<file path="src/rtl/ex_mem_stage.sv">
// EX/MEM pipeline stage: operand select, ALU, branch compare and the EX/MEM register (falling-edge capture).
// Define EX_FWD_EN to compile in EX/MEM and MEM/WB operand forwarding; the forwarding ports exist in both builds.
module ex_mem_stage (
  input  logic        clk,
  input  logic        rst_n,
  input  logic [31:0] read_data_1_IDEX,
  input  logic [31:0] read_data_2_IDEX,
  input  logic [31:0] immgen_IDEX,
  input  logic [31:0] pc_IDEX,
  input  logic [3:0]  Alu_sel_IDEX,
  input  logic        Asel_IDEX,
  input  logic        Bsel_IDEX,
  input  logic        BrUn_IDEX,
  input  logic        MemRW_IDEX,
  input  logic        regWen_IDEX,
  input  logic [1:0]  WBsel_IDEX,
  input  logic [4:0]  rd_IDEX,
  input  logic [4:0]  rs1_IDEX,
  input  logic [4:0]  rs2_IDEX,
  input  logic [31:0] wb_data_MEMWB,
  input  logic [4:0]  rd_MEMWB,
  input  logic        regWen_MEMWB,
  input  logic        flush_EX,
  output logic        BrEq,
  output logic        BrLt,
  output logic [31:0] alu_EXMEM,
  output logic [31:0] store_data_EXMEM,
  output logic [31:0] pc_plus4_EXMEM,
  output logic [4:0]  rd_EXMEM,
  output logic [1:0]  WBsel_EXMEM,
  output logic        MemRW_EXMEM,
  output logic        regWen_EXMEM
);

  logic [31:0] fwd_a;
  logic [31:0] fwd_b;
  logic [31:0] op_a;
  logic [31:0] op_b;
  logic [31:0] alu_result;
  logic [4:0]  shamt;

`ifdef EX_FWD_EN
  logic        exmem_fwd_ok;
  logic        memwb_fwd_ok;
  logic [31:0] exmem_val;

  // Loads sitting in EX/MEM are never forwarded; upstream stalls for load-use.
  always_comb begin
    exmem_fwd_ok = regWen_EXMEM && (rd_EXMEM != 5'd0) &&
                   ((WBsel_EXMEM == 2'b01) || (WBsel_EXMEM == 2'b10));
    memwb_fwd_ok = regWen_MEMWB && (rd_MEMWB != 5'd0);
    exmem_val    = (WBsel_EXMEM == 2'b10) ? pc_plus4_EXMEM : alu_EXMEM;
    fwd_a        = read_data_1_IDEX;
    fwd_b        = read_data_2_IDEX;
    if (exmem_fwd_ok && (rd_EXMEM == rs1_IDEX))
      fwd_a = exmem_val;
    else if (memwb_fwd_ok && (rd_MEMWB == rs1_IDEX))
      fwd_a = wb_data_MEMWB;
    if (exmem_fwd_ok && (rd_EXMEM == rs2_IDEX))
      fwd_b = exmem_val;
    else if (memwb_fwd_ok && (rd_MEMWB == rs2_IDEX))
      fwd_b = wb_data_MEMWB;
  end
`else
  logic unused_fwd_inputs;

  assign fwd_a = read_data_1_IDEX;
  assign fwd_b = read_data_2_IDEX;
  assign unused_fwd_inputs = ^{rs1_IDEX, rs2_IDEX, wb_data_MEMWB, rd_MEMWB, regWen_MEMWB};
`endif

  assign op_a  = Asel_IDEX ? pc_IDEX : fwd_a;
  assign op_b  = Bsel_IDEX ? immgen_IDEX : fwd_b;
  assign shamt = op_b[4:0];

  // Branch compare always looks at the register operands, never at pc/imm.
  assign BrEq = (fwd_a == fwd_b);
  assign BrLt = BrUn_IDEX ? (fwd_a < fwd_b) : ($signed(fwd_a) < $signed(fwd_b));

  always_comb begin
    alu_result = 32'd0;
    case (Alu_sel_IDEX)
      4'd0:    alu_result = op_a + op_b;
      4'd1:    alu_result = op_a - op_b;
      4'd2:    alu_result = op_a << shamt;
      4'd3:    alu_result = {31'd0, $signed(op_a) < $signed(op_b)};
      4'd4:    alu_result = {31'd0, op_a < op_b};
      4'd5:    alu_result = op_a ^ op_b;
      4'd6:    alu_result = op_a >> shamt;
      4'd7:    alu_result = $signed(op_a) >>> shamt;
      4'd8:    alu_result = op_a | op_b;
      4'd9:    alu_result = op_a & op_b;
      4'd10:   alu_result = op_b;
      default: alu_result = 32'd0;
    endcase
  end

  // A flushed instruction keeps its data but loses every side effect, leaving an ALU-writeback bubble.
  always_ff @(negedge clk or negedge rst_n) begin
    if (!rst_n) begin
      alu_EXMEM        <= 32'd0;
      store_data_EXMEM <= 32'd0;
      pc_plus4_EXMEM   <= 32'd0;
      rd_EXMEM         <= 5'd0;
      WBsel_EXMEM      <= 2'b00;
      MemRW_EXMEM      <= 1'b0;
      regWen_EXMEM     <= 1'b0;
    end else begin
      alu_EXMEM        <= alu_result;
      store_data_EXMEM <= fwd_b;
      pc_plus4_EXMEM   <= pc_IDEX + 32'd4;
      if (flush_EX) begin
        rd_EXMEM     <= 5'd0;
        WBsel_EXMEM  <= 2'b01;
        MemRW_EXMEM  <= 1'b0;
        regWen_EXMEM <= 1'b0;
      end else begin
        rd_EXMEM     <= rd_IDEX;
        WBsel_EXMEM  <= WBsel_IDEX;
        MemRW_EXMEM  <= MemRW_IDEX;
        regWen_EXMEM <= regWen_IDEX;
      end
    end
  end

endmodule

</file>
<file path="config.mk">
export PLATFORM = sky130hd
export DESIGN_NAME = ex_mem_stage
export DESIGN_NICKNAME = d
export VERILOG_FILES = /design/src/rtl/ex_mem_stage.sv
export SDC_FILE = /design/constraint.sdc
export NUM_CORES = 1
export LEC_CHECK = 0
export ABC_AREA = 1
export CAP_MARGIN = 15
export CORE_UTILIZATION = 50
export CTS_CLUSTER_SIZE = 16
export DETAILED_ROUTE_END_ITERATION = 10
export PLACE_DENSITY = 0.78
export SLEW_MARGIN = 20
export SYNTH_ARGS = -nofsm -noshare
export SYNTH_HDL_FRONTEND = slang
export SYNTH_SLANG_ARGS = --single-unit
export TNS_END_PERCENT = 1
</file>
<file path="constraint.sdc">
create_clock -name clk -period 2.1 [get_ports clk]
set_input_delay 0.42 -clock clk [delete_from_list [all_inputs] [get_ports clk]]
set_output_delay 0.42 -clock clk [all_outputs]
set_load 0.005 [all_outputs]
</file>
==> impl_metrics.env, run 1 <==
export IMPL_syn_inst=2506
export IMPL_clock_sinks=105
export IMPL_synth_edf_count=0
export IMPL_outcome="aborted with a tool error"
export IMPL_synth_flop_cell="dfrtn_1"
export IMPL_die_h_um=174.3
export IMPL_start_util_pct=51.33
export IMPL_yosysUniqueCellTypes=50
export IMPL_syn_area_um2=14850
export IMPL_cts_hold_buf=0
export IMPL_rows=62
export IMPL_syn_nets=2836
export IMPL_synth_fa_ha_area_share_pct=11.47
export IMPL_synth_xor_area_share_pct=1.710
export IMPL_overflow=144
export IMPL_cts_root_buf="clkbuf_16"
export IMPL_cts_buffer_depth=2
export IMPL_die_x_um=174.3
export IMPL_grt_max_degree=58
export IMPL_ys_warn_count=0
export IMPL_synth_top_family_by_area="simple AND/OR/NAND/NOR gates"
export IMPL_hpwl_um=67070
export IMPL_synth_simple_area_share_pct=43.66
export IMPL_synth_seq_cells=105
export IMPL_globalplace_congestion=1.320
export IMPL_grtUsageTotal_pct=75.25
export IMPL_ioPinCount=302
export IMPL_portBuffers=253
export IMPL_ys_seq_area_share_pct=17.69
export IMPL_synth_compound_area_share_pct=13.80
export IMPL_error="[ERROR GRT-0116] Global routing finished with congestion. Check the congestion regions in the DRC Viewer."
export IMPL_stop_stage="5_1_grt"
export IMPL_grt_pass1_wl_um=173700
export IMPL_muxShareOfSynthArea_pct=0
export IMPL_avgSynthCellArea_um2=5.926
export IMPL_htreeDepth=3
export IMPL_ys_async_sr_fraction_pct=100.0
export IMPL_grt_pass1_vias=28110
export IMPL_cts_buffers=9
[kinds of logic after synthesis]
logic type | after synthesis
DFF | 105
AOI/OAI and AO/OA | 359
xor gates and xnor gates | 29
and+or+nand+nor | 1491
adders and majority gates | 135
buffers and inverters | 387
[layer usage]
layer | global-route usage (%) | overflow
met1 | 73.90 | 4
met2 | 90.50 | 79
met3 | 62.73 | 0
met4 | 75.62 | 59
met5 | 33.97 | 2
[per-stage QoR]
stage	setup WS, ps	cells	util [%]	area, um^2
3_5_place_dp	-2547	3667	77.24	22350
4_1_cts	-1393	3734	84.01	24310
3_3_place_gp	-2489	3667	77.24	22350
2_1_floorplan	-1500	2506	-	15230
[cell usage after synthesis, types with 22 or more instances]
cell | number | area [um^2]
buf_2 | 47 | 235.2
nor3_1 | 32 | 160.2
dfrtn_1 | 105 | 2628
ha_1 | 133 | 1664
or2_2 | 22 | 137.6
a21oi_1 | 138 | 690.7
inv_1 | 277 | 1040
nand3_1 | 360 | 1802
nand2_1 | 778 | 2920
nand4_1 | 44 | 275.3
xor2_1 | 23 | 201.4
nor2_1 | 207 | 777.0
o21ai_0 | 108 | 540.5
[repair_timing]
action	CTS
pin swaps	153
hold endpoints to repair	0
gates cloned	4
setup endpoints to repair	168
resized for setup	867
setup buffers	47
==> inputs of run 2 (changes only) <==
--- a/config.mk
+++ b/config.mk
@@ -7,10 +7,9 @@
 export LEC_CHECK = 0
 export ABC_AREA = 1
 export CAP_MARGIN = 15
-export CORE_UTILIZATION = 50
-export CTS_CLUSTER_SIZE = 16
+export CORE_UTILIZATION = 35
 export DETAILED_ROUTE_END_ITERATION = 10
-export PLACE_DENSITY = 0.78
+export PLACE_DENSITY_LB_ADDON = 0.15
 export SLEW_MARGIN = 20
 export SYNTH_ARGS = -nofsm -noshare
 export SYNTH_HDL_FRONTEND = slang
==> impl_metrics.env, run 2 <==
export IMPL_outcome="complete, but fails checks"
export IMPL_violations="setup timing"
export IMPL_ant_nets=0
export IMPL_final_cell_mix="buf_4, nand2_1, nand3_1"
export IMPL_synth_most_common_cell="nand2_1"
export IMPL_synth_compound_area_share_pct=13.80
export IMPL_ff_latch_area_um2=2628
export IMPL_synth_area_leaders="nand2_1, dfrtn_1, nand3_1, ha_1, inv_1"
export IMPL_die_x_um=208.0
export IMPL_vias_per_cell=5.616
export IMPL_drt_pre_antenna_iters=8
export IMPL_yosysTopAreaCellShare_pct=19.66
export IMPL_top_usage_layer="met2"
export IMPL_end_kind="flop"
export IMPL_die_h_um=208.0
export IMPL_num_vias=22830
export IMPL_p_leak_nw=13.84
export IMPL_wire_per_inst_um=24.06
export IMPL_final_setup_tns_ps=-91930
export IMPL_synth_xor_area_share_pct=1.710
export IMPL_path_clk_slew_ps=70
export IMPL_ys_async_sr_fraction_pct=100.0
export IMPL_synth_flop_cell="dfrtn_1"
export IMPL_cts_tree="yes"
export IMPL_synth_top_family_by_area="simple AND/OR/NAND/NOR gates"
export IMPL_ys_warn_count=0
export IMPL_avgSynthCellArea_um2=5.926
export IMPL_drc=0
export IMPL_nets=3848
export IMPL_hpwl_um=79140
export IMPL_max_cap_violations=0
export IMPL_cts_buffers=9
export IMPL_synth_fa_ha_area_share_pct=11.47
export IMPL_cp_required_ps=1280
export IMPL_synth_edf_count=0
export IMPL_worstMarginPinSlew_ps=667.2
export IMPL_dp_cells=3947
export IMPL_slew_viol_final=0
export IMPL_drive_above_1_share_pct=43.15
export IMPL_reg_top3="alu_EXMEM (32), pc_plus4_EXMEM (32), store_data_EXMEM (32)"
export IMPL_globalplace_congestion=1.066
export IMPL_power_density_nw_per_um2=480.8
export IMPL_cp_start_kind="input port"
export IMPL_cts_hold_buf=0
export IMPL_synth_common_cells="nand2_1, nand3_1, inv_1"
export IMPL_yosys_area_top_type="nand2_1"
export IMPL_grt_met1_usage_pct=53.98
export IMPL_drtIter0Drc=2465
export IMPL_cts_buffer_depth=2
export IMPL_grtUsageTotal_pct=43.53
export IMPL_syn_area_um2=14850
export IMPL_irDropWorstVdd_uv=412.1
export IMPL_gr_usage_met2_pct=67.04
export IMPL_worstPathArrival_ps=2860
export IMPL_worstSetupPathType="input port to flop"
export IMPL_drt_total_wl_um=97810
export IMPL_clock_sinks=105
export IMPL_synth_seq_cells=105
export IMPL_utilization_pct=64.42
export IMPL_die_area_um2=43260
export IMPL_multi_input_area_um2=13020
export IMPL_syn_nets=2836
export IMPL_ys_seq_area_share_pct=17.69
export IMPL_final_common_cell="buf_4"
export IMPL_rsz0062_at_grt="yes"
export IMPL_finalNonFillerCells=4065
export IMPL_setup_viol=161
export IMPL_cp_max_fo=7
export IMPL_grt_max_degree=54
export IMPL_worst_slack_ps=-1578
export IMPL_htreeDepth=3
export IMPL_hold_viol=0
export IMPL_gr_usage_met3_pct=11.80
export IMPL_synthToLayoutAreaGrowth_pct=81.54
export IMPL_portBuffers=253
export IMPL_relSlewSlack_pct=55.28
export IMPL_start_util_pct=35.49
export IMPL_grt_pass1_vias=22060
export IMPL_grt_pass1_wl_um=138600
export IMPL_antenna_found_initial=8
export IMPL_fillers=3698
export IMPL_hold_slack_ps=782.5
export IMPL_core_area_um2=41850
export IMPL_dpl_worst_slack_ps=-2834
export IMPL_cts_root_buf="clkbuf_16"
export IMPL_min_path_type="input port to asynchronous set/reset pin"
export IMPL_rows=75
export IMPL_yosysUniqueCellTypes=50
export IMPL_synth_simple_area_share_pct=43.66
export IMPL_overflow=0
export IMPL_ioPinCount=302
export IMPL_syn_inst=2506
export IMPL_muxShareOfSynthArea_pct=0
[run 2: where the power goes]
group	total [mW]	internal, mW	switching (mW)
combinational	8.64	3.83	4.82
sequential	2.30	2.21	0.0938
clock	2.02	0.872	1.15
[run 2: logic make-up after synthesis]
kind of cell             after synthesis
adder cells (fa/ha/maj)              135
flip-flops                           105
AND/OR/NAND/NOR                     1491
buffers and inverters                387
AO/OA/AOI/OAI                        359
XOR/XNOR                              29
[run 2: worst max path at each step]
stage,start,end,slack (ps)
2_1_floorplan,Bsel_IDEX,alu_EXMEM[23]$_DFF_NN0_,-1500
3_3_place_gp,Asel_IDEX,alu_EXMEM[9]$_DFF_NN0_,-2840
3_5_place_dp,Asel_IDEX,alu_EXMEM[9]$_DFF_NN0_,-2830
4_1_cts,Bsel_IDEX,alu_EXMEM[5]$_DFF_NN0_,-1500
5_1_grt,immgen_IDEX[17],alu_EXMEM[24]$_DFF_NN0_,-1620
6_report,Bsel_IDEX,alu_EXMEM[6]$_DFF_NN0_,-1580
[run 2: area by class of cell]
class	count	share of cell area, %
multi-input combinational	2014	48.30
timing repair buffer	1101	33.90
sequential	105	9.745
inverter	286	4.297
tap	539	2.501
clock buffer	9	0.8353
clock inverter	7	0.3480
timing repair inverter	1	0.04177
antenna	3	0.02784
[run 2: critical path, stage by stage]
cell     delay [ps]
buf_12          120
buf_12          150
inv_12           90
buf_12          140
nand2_4          50
nand2_4         100
ha_4            150
inv_4            40
fa_2            410
nor2_2          160
nand2_2         100
nand2_8         140
nand2_8          80
nand2_8          90
buf_6           110
a21oi_1          70
nor2_1          140
buf_4           170
nand4_1         100
[run 2: metal layers]
metal | part of all wire (%) | up-vias
li1 | - | 10270
met1 | 39 | 10890
met2 | 43 | 1352
met3 | 11 | 304
met4 | 7.1 | 8
met5 | 0.053 | -
[run 2: timing repair]
item / 4_1_cts / 5_1_grt
pin swaps: 161 / 133
buffers inserted: 72 / 26
gates cloned: 4 / 2
endpoints found under the setup margin: 168 / 165
gates resized for setup: 849 / 305
[run 2: through the flow]
| step | total power, mW | area (um^2) |
|---|---|---|
| after floorplan | 5.284 | 15230 |
| after global placement | 9.284 | 23600 |
| after detailed placement | 9.324 | 23600 |
| after CTS | 12.28 | 26060 |
| after global routing | 13.45 | 26950 |
| final | 12.96 | 26960 |
Power figures use the tool's default switching activity.
==> inputs of run 3 (changes only) <==
--- a/config.mk
+++ b/config.mk
@@ -7,7 +7,9 @@
 export LEC_CHECK = 0
 export ABC_AREA = 1
 export CAP_MARGIN = 15
+export CORE_MARGIN = 2
 export CORE_UTILIZATION = 35
+export CTS_CLUSTER_DIAMETER = 30
 export DETAILED_ROUTE_END_ITERATION = 10
 export PLACE_DENSITY_LB_ADDON = 0.15
 export SLEW_MARGIN = 20
==> impl_metrics.env, run 3 (synthesis results as in run 2) <==
export IMPL_drive_above_1_share_pct=44.91
export IMPL_p_int_mw=6.943
export IMPL_p_comb_share_pct=66.9
export IMPL_path_cells="clkdlybuf4s50_1 -> nand2_1 -> nand2_4 -> inv_1 -> ha_4 -> nand2_4 -> buf_4 -> o21a_1 -> buf_6 -> o21ai_0 -> nand2_1 -> nand3_1 -> nand2_1 -> nand3_1 -> nand3_1"
export IMPL_utilization_pct=64.89
export IMPL_core_area_um2=41950
export IMPL_final_cell_mix="buf_4, nand2_1, nand3_1"
export IMPL_end_kind="flop"
export IMPL_cts_tree="yes"
export IMPL_drt_total_wl_um=98240
export IMPL_grt_max_degree=60
export IMPL_drt_pre_antenna_iters=6
export IMPL_rows=75
export IMPL_power_mw=13.06
export IMPL_relSlewSlack_pct=53.86
export IMPL_die_x_um=210.0
export IMPL_rsz0062_at_grt="yes"
export IMPL_cpPeakStageDelay_ps=470
export IMPL_cp_max_fo=6
export IMPL_wire_per_inst_um=24.10
export IMPL_netSwitchingPower_mw=6.116
export IMPL_drtIter0Drc=2621
export IMPL_grt_pass1_wl_um=138200
export IMPL_worstSetupPathType="input port to flop"
export IMPL_cts_buffers=9
export IMPL_setup_viol=162
export IMPL_path_buf_inv=4
export IMPL_final_setup_tns_ps=-87230
export IMPL_reg_top3="alu_EXMEM (32), pc_plus4_EXMEM (32), store_data_EXMEM (32)"
export IMPL_grt_met1_usage_pct=53.46
export IMPL_worstPathArrival_ps=2830
export IMPL_top_usage_layer="met2"
export IMPL_start_util_pct=35.41
export IMPL_die_h_um=210.0
export IMPL_ant_nets=0
export IMPL_outcome="complete, but fails checks"
export IMPL_hold_viol=0
export IMPL_cts_root_buf="clkbuf_16"
export IMPL_cp_endpoint="alu_EXMEM[24]$_DFF_NN0_"
export IMPL_grt_pass1_vias=22010
export IMPL_grtUsageTotal_pct=42.62
export IMPL_clkPwrFrac_pct=15.5
export IMPL_switching_share_pct=46.84
export IMPL_ioPinCount=302
export IMPL_globalplace_congestion=1.108
export IMPL_cp_start_kind="input port"
export IMPL_crit_slowest_cell="clkdlybuf4s50_1"
export IMPL_irDropWorstVdd_uv=410.3
export IMPL_p_leak_nw=13.98
export IMPL_antenna_found_initial=1
export IMPL_overflow=0
export IMPL_critPathTopFamily="buffers and inverters"
export IMPL_worstMarginPinSlew_ps=689.1
export IMPL_synthToLayoutAreaGrowth_pct=83.29
export IMPL_htreeDepth=3
export IMPL_clock_sinks=105
export IMPL_hpwl_um=78820
export IMPL_path_clk_slew_ps=70
export IMPL_nets=3861
export IMPL_min_path_type="input port to asynchronous set/reset pin"
export IMPL_pwr_share_seq_pct=17.5
export IMPL_crit_start="read_data_1_IDEX[11]"
export IMPL_dpl_worst_slack_ps=-2768
export IMPL_slew_viol_final=0
export IMPL_cts_buffer_depth=2
export IMPL_power_density_nw_per_um2=479.7
export IMPL_gr_usage_met2_pct=66.33
export IMPL_cp_required_ps=1300
export IMPL_violations="setup timing"
export IMPL_max_cap_violations=0
export IMPL_portBuffers=253
export IMPL_drc=0
export IMPL_num_vias=22770
export IMPL_worst_path_stages=15
export IMPL_vias_per_cell=5.585
export IMPL_die_area_um2=44100
export IMPL_gr_usage_met3_pct=10.09
export IMPL_worst_slack_ps=-1531
export IMPL_final_common_cell="buf_4"
run 3: per-stage QoR:
stage                     area [um^2]  instances  hold WS [ps]
final                           27220       4077         769.2
after global routing            27220       4076         765.6
after CTS                       25800       4036         760.7
after detailed placement        23620       3959          1202
after global placement          23620       3959          1201
after floorplan                 15230       2506         962.6
run 3: final cells by class:
type,count,area [um^2]
inverter,286,1171
multi-input combinational,2014,13290
tap,539,674.4
clock inverter,7,93.84
clock buffer,9,225.2
antenna,2,5.005
fill,3730,14730
timing repair buffer,1114,9124
sequential,105,2628
timing repair inverter,1,11.26
run 3: worst min path at each step:
stage	end	depth (start not counted)
after detailed placement	alu_EXMEM[14]$_DFF_NN0_	1
final	alu_EXMEM[14]$_DFF_NN0_	1
after CTS	alu_EXMEM[14]$_DFF_NN0_	1
after global placement	alu_EXMEM[14]$_DFF_NN0_	1
after floorplan	BrLt	3
after global routing	alu_EXMEM[14]$_DFF_NN0_	1
run 3: power groups by stage:
stage	Combinational [mW]	Sequential (mW)	Clock, mW
final	8.74	2.29	2.03
after global routing	9.19	2.30	2.10
after CTS	7.85	2.29	2.04
after detailed placement	6.99	2.32	0
after global placement	6.94	2.32	0
after floorplan	2.97	2.31	0
run 3: repair_timing:
action                                  CTS  global route
pin swaps                               150           174
gates resized for setup                 865           414
setup buffers                            59            39
gates cloned                              3             2
endpoints found under the setup margin  168           166
hold buffers                              0             0
run 3: routing by layer:
metal	routed length, um	vias to the layer above
li1	-	10290
met1	38050	10820
met2	42630	1358
met3	10250	308
met4	7304	0
met5	0	-
